`src/rtl/atm_pkg.sv`:
```
// Shared types and constants for the dual-ATM account-store controller.
package atm_pkg;

  localparam logic [1:0] OP_BAL = 2'b00;
  localparam logic [1:0] OP_DEP = 2'b01;
  localparam logic [1:0] OP_WDR = 2'b10;
  localparam logic [1:0] OP_RSV = 2'b11;

  localparam logic REQ_A = 1'b0;
  localparam logic REQ_B = 1'b1;

  typedef enum logic [1:0] {
    IDLE = 2'b00,
    EXEC = 2'b01,
    RESP = 2'b10
  } state_t;

endpackage

```
`src/rtl/rr_arbiter_2.sv`:
```
// Two-way round-robin pick; the requester that did not win last time wins a tie.
module rr_arbiter_2
  import atm_pkg::*;
(
  input  logic req_a,
  input  logic req_b,
  input  logic last_grant,
  output logic grant_valid,
  output logic grant_id
);

  always_comb begin
    grant_valid = req_a | req_b;
    grant_id    = REQ_A;
    if (req_a && req_b) begin
      grant_id = (last_grant == REQ_A) ? REQ_B : REQ_A;
    end else if (req_b) begin
      grant_id = REQ_B;
    end
  end

endmodule

```
`src/rtl/atm_account_arbiter.sv`:
```
// Account-store controller shared by two ATM front-ends: arbitrates, executes
// balance/deposit/withdraw against one balance bank, returns per-side results.
module atm_account_arbiter
  import atm_pkg::*;
#(
  parameter int                 NUM_ACCOUNTS = 4,
  parameter int                 ACCT_W       = 2,
  parameter int                 BAL_W        = 32,
  parameter int                 AMT_W        = 7,
  parameter int unsigned        INIT_BALANCE = 500,
  parameter logic [BAL_W-1:0]   MAX_BALANCE  = {BAL_W{1'b1}}
) (
  input  logic              clk,
  input  logic              reset,
  input  logic              req_a,
  input  logic [1:0]        op_a,
  input  logic [ACCT_W-1:0] acct_a,
  input  logic [AMT_W-1:0]  amt_a,
  input  logic              req_b,
  input  logic [1:0]        op_b,
  input  logic [ACCT_W-1:0] acct_b,
  input  logic [AMT_W-1:0]  amt_b,
  output logic              gnt_a,
  output logic              gnt_b,
  output logic              done_a,
  output logic              done_b,
  output logic              ok_a,
  output logic              ok_b,
  output logic [BAL_W-1:0]  bal_a,
  output logic [BAL_W-1:0]  bal_b,
  output logic              busy,
  output logic [1:0]        dbg_state
);

  // Handshake: a requester raises req_x with op/acct/amt stable and holds it
  // until it sees done_x; it drops req_x on the following edge. gnt_x marks the
  // transaction in flight, done_x pulses once, ok_x/bal_x hold until the next done_x.

  localparam logic [ACCT_W:0] NUM_ACCT_L = (ACCT_W+1)'(NUM_ACCOUNTS);

  state_t              state_q, state_d;
  logic                last_grant;
  logic                cur_id;
  logic [1:0]          op_q;
  logic [ACCT_W-1:0]   acct_q;
  logic [AMT_W-1:0]    amt_q;
  logic [BAL_W-1:0]    bal_mem [NUM_ACCOUNTS];

  logic                grant_valid;
  logic                grant_id;

  logic                acct_ok;
  logic [BAL_W-1:0]    cur_bal;
  logic [BAL_W:0]      sum;
  logic [BAL_W-1:0]    amt_ext;
  logic                res_ok;
  logic [BAL_W-1:0]    res_bal;
  logic                wr_en;

  rr_arbiter_2 u_arb (
    .req_a       (req_a),
    .req_b       (req_b),
    .last_grant  (last_grant),
    .grant_valid (grant_valid),
    .grant_id    (grant_id)
  );

  always_ff @(posedge clk or negedge reset) begin
    if (!reset) state_q <= IDLE;
    else        state_q <= state_d;
  end

  always_comb begin
    state_d = state_q;
    case (state_q)
      IDLE:    if (grant_valid) state_d = EXEC;
      EXEC:    state_d = RESP;
      RESP:    state_d = IDLE;
      default: state_d = IDLE;
    endcase
  end

  assign busy      = (state_q != IDLE);
  assign dbg_state = state_q;

  // Deposit overflow is judged on a BAL_W+1 bit sum so the carry is never lost.
  always_comb begin
    acct_ok = ({1'b0, acct_q} < NUM_ACCT_L);
    cur_bal = acct_ok ? bal_mem[acct_q] : '0;
    sum     = {1'b0, cur_bal} + {{(BAL_W+1-AMT_W){1'b0}}, amt_q};
    amt_ext = {{(BAL_W-AMT_W){1'b0}}, amt_q};
    res_ok  = 1'b0;
    res_bal = cur_bal;
    wr_en   = 1'b0;
    if (acct_ok) begin
      case (op_q)
        OP_BAL: res_ok = 1'b1;
        OP_DEP: begin
          if (sum <= {1'b0, MAX_BALANCE}) begin
            res_ok  = 1'b1;
            res_bal = sum[BAL_W-1:0];
            wr_en   = 1'b1;
          end
        end
        OP_WDR: begin
          if (amt_ext <= cur_bal) begin
            res_ok  = 1'b1;
            res_bal = cur_bal - amt_ext;
            wr_en   = 1'b1;
          end
        end
        default: res_ok = 1'b0;
      endcase
    end
  end

  always_ff @(posedge clk or negedge reset) begin
    if (!reset) begin
      last_grant <= REQ_B;
      cur_id     <= REQ_A;
      op_q       <= OP_BAL;
      acct_q     <= '0;
      amt_q      <= '0;
      gnt_a      <= 1'b0;
      gnt_b      <= 1'b0;
      done_a     <= 1'b0;
      done_b     <= 1'b0;
      ok_a       <= 1'b0;
      ok_b       <= 1'b0;
      bal_a      <= '0;
      bal_b      <= '0;
      for (int i = 0; i < NUM_ACCOUNTS; i++) begin
        bal_mem[i] <= BAL_W'(INIT_BALANCE);
      end
    end else begin
      done_a <= 1'b0;
      done_b <= 1'b0;
      case (state_q)
        IDLE: begin
          if (grant_valid) begin
            cur_id     <= grant_id;
            last_grant <= grant_id;
            gnt_a      <= (grant_id == REQ_A);
            gnt_b      <= (grant_id == REQ_B);
            if (grant_id == REQ_A) begin
              op_q   <= op_a;
              acct_q <= acct_a;
              amt_q  <= amt_a;
            end else begin
              op_q   <= op_b;
              acct_q <= acct_b;
              amt_q  <= amt_b;
            end
          end
        end
        EXEC: begin
          if (wr_en) bal_mem[acct_q] <= res_bal;
          if (cur_id == REQ_A) begin
            done_a <= 1'b1;
            ok_a   <= res_ok;
            bal_a  <= res_bal;
          end else begin
            done_b <= 1'b1;
            ok_b   <= res_ok;
            bal_b  <= res_bal;
          end
        end
        RESP: begin
          gnt_a <= 1'b0;
          gnt_b <= 1'b0;
        end
        default: ;
      endcase
    end
  end

endmodule

```
`config.mk`:
```
export PLATFORM = sky130hd
export DESIGN_NAME = atm_account_arbiter
export DESIGN_NICKNAME = d
export VERILOG_FILES = /design/src/rtl/atm_pkg.sv /design/src/rtl/rr_arbiter_2.sv /design/src/rtl/atm_account_arbiter.sv
export SDC_FILE = /design/constraint.sdc
export NUM_CORES = 1
export LEC_CHECK = 0
export CAP_MARGIN = 20
export CORE_MARGIN = 10
export CORE_UTILIZATION = 58
export CTS_BUF_LIST = sky130_fd_sc_hd__clkbuf_4 sky130_fd_sc_hd__clkbuf_8 sky130_fd_sc_hd__clkbuf_16
export DETAILED_ROUTE_END_ITERATION = 16
export PLACE_DENSITY = 0.8
export SKIP_CTS_REPAIR_TIMING = 1
export SLEW_MARGIN = 20
export SYNTH_ARGS = -nofsm -noshare
export SYNTH_HDL_FRONTEND = slang
export SYNTH_HIERARCHICAL = 1
export SYNTH_SLANG_ARGS = --single-unit
```
`constraint.sdc`:
```
create_clock -name clk -period 6.4 [get_ports clk]
set_input_delay 1.28 -clock clk [delete_from_list [all_inputs] [get_ports clk]]
set_output_delay 1.28 -clock clk [all_outputs]
set_load 0.02 [all_outputs]
```
==> results.md <==
- Peak Freq: 186.9 MHz
- Worst relative slew slack: 20.39%
- Grt total ovfl: 0
- Prevailing post-synth register cell: dfrtp_1
- Status: finished, final reports clean
- CTS Buf Count: 23
- Ys async rst share: 100.0%
- Sequential fraction of the synthesis area: 48.69%
- Vias in the first global route: 9072
- Syn nets: 1204
- Drt initial violations: 1070
- CP Capture Type: flip-flop
- Syn avg cell area: 9.509 sq um
- Clock skew: 0.01430 ns
- Commonest non-fill, non-tap cell in the layout: nor2_1
- # nets final: 1269
- I/O Buffers: 98
- HP Class: reg2reg
- Die X: 157.8 microns
- Most frequent cells in the layout: 200 x nor2_1, 187 x a21oi_1, 187 x dfrtp_1
- First-pass GRT wire length: 50.35 mm
- Die ar.: 24900 sq um
- Layout cells sized above 1: 12.43%
- Antenna Nets Post-Route: 0
- Fin crit share: 83.58%
- Maxcap violations: 0
- RSZ-0062 raised after global routing: false
- Mapped Area: 11010 sq um
- Root Driver: clkbuf_16
- Vias: 9370
- Antenna fix cells: 0
- TritonCTS clock tree: yes
- Clk sinks: 213
- Area growth, synth to finish: 17.12%
- Total track usage: 25.48%
- Initial antenna violation count: 0
- Largest net degree at the start of global routing: 114
- Clk buf depth: 3
- Remaining DRCs: 0
- Initial Util: 58.87%
- Setup tns final: 0 ns
- Crit path kind: reg2reg
- Crit path DAT: 5.68 ns
- Final Max Slew Viols: 0
- Vias per inst: 6.361
- H-tree depth: 1
- Io pins: 99
- Final wirelength: 31.40 mm
- Endpoints failing hold: 0
- Slew at the pin closest to its max-slew limit: 1.186 ns
- # setup viols final: 0
- First-pass DRT Iterations: 5
- Worst Setup Start Kind: flip-flop
- EDFF count, synth: 0
- HPWL Detailed: 21.87 mm
- Tmin final: 5.349 ns
- Post-Synthesis Cells: 1158
- Die height: 157.8 microns
- Clock transition at the registers of the reported paths: 0.06 ns
- Hold WS: 0.4744 ns
- Final RePlAce weighted congestion: 0.9919
- Crit path max fanout: 34
- Worst skew pair latency: 0.50 ns
- Routed WL per cell: 21.32 microns
- Core area: 18710 sq um
- Yosys reg bits: 213
- Worst EP required: 6.73 ns
- Ys Warns: 6
- Post-synthesis cell type count: 71
- Floorplan row count: 50
==> routing by layer <==
metal | global-route usage, % | part of all wire (%) | up-vias
li1 | - | - | 4284
met1 | 36.11 | 42 | 4591
met2 | 37.76 | 45 | 445
met3 | 7.626 | 11 | 50
met4 | 5.966 | 1.7 | 0
met5 | 0 | 0 | -
==> worst max-delay path: stages (launching register included) <==
cell	delay [ns]
dfrtp_2	0.85
mux4_2	0.66
ha_1	0.43
o21bai_1	0.18
a21oi_1	0.15
o221ai_1	0.64
nand3_1	0.47
a22oi_2	0.64
or3_1	0.88
o21ai_0	0.25
==> cell usage after synthesis (all sizes together), types with 19 or more instances <==
cell type | count | area [sq um]
nor3 | 32 | 175.2
buf | 22 | 115.1
o21ai | 68 | 340.3
nand2 | 89 | 334.1
inv | 28 | 105.1
mux4 | 32 | 720.7
a21oi | 187 | 935.9
dfstp | 25 | 656.9
nand3 | 19 | 95.09
dfrtp | 188 | 4705
nor2 | 200 | 750.7
clkbuf | 54 | 202.7
==> cell families after synthesis <==
logic type | Yosys count | share of synthesized area [%]
AND/OR/NAND/NOR | 412 | 17.04
flip-flops | 213 | 48.69
buffers and inverters | 104 | 3.840
adder cells (fa/ha/maj) | 20 | 2.409
multiplexers | 59 | 9.113
XOR/XNOR | 10 | 0.7953
AO/OA/AOI/OAI | 340 | 18.11
==> area by class of cell <==
type | count | area, sq um
inverter | 28 | 105.1
clock inverter | 7 | 47.55
sequential | 213 | 5363
fill | 1371 | 5808
timing repair buffer | 116 | 1145
tap | 234 | 292.8
clock buffer | 34 | 683.2
multi-input combinational | 841 | 5261
==> sequential cells by signal, summed over array words and instances (netlist names) <==
register,cells
ok_a,1
done_a,1
acct_q,2
bal_a,32
cur_id,1
last_grant,1
op_q,2
bal_mem,128
ok_b,1
dbg_state,2
bal_b,32
amt_q,7
gnt_a,1
gnt_b,1
done_b,1
==> stage by stage <==
stage | util [%] | cells | worst slack [ns] | cell area (sq um)
CTS | 68.94 | 1473 | 1.011 | 12900
global route | 68.95 | 1473 | 0.6379 | 12900
global placement | 65.04 | 1432 | 1.320 | 12170
finish | 68.95 | 1473 | 1.051 | 12900
floorplan | - | 1158 | 1.818 | 11010
detailed placement | 65.04 | 1432 | 1.071 | 12170
==> path summary, 6_finish.rpt <==
path,startpoint,endpoint,slack (ns),cells after the start
max in group asynchronous,reset,bal_a[16]$_DFFE_PN0P_,4.31,2
setup reg to reg,acct_q[0]$_DFFE_PN0P_,bal_mem[67]$_DFFE_PN0P_,1.05,9
min in group asynchronous,reset,bal_b[1]$_DFFE_PN0P_,0.83,1
setup / recovery,acct_q[0]$_DFFE_PN0P_,bal_mem[67]$_DFFE_PN0P_,1.05,9
hold / removal,bal_mem[104]$_DFFE_PN1P_,bal_mem[104]$_DFFE_PN1P_,0.47,2
hold reg to reg,bal_mem[104]$_DFFE_PN1P_,bal_mem[104]$_DFFE_PN1P_,0.47,2
Power is not shown: default switching activity piles up to over one toggle a cycle in this logic, so the estimate is an artifact.
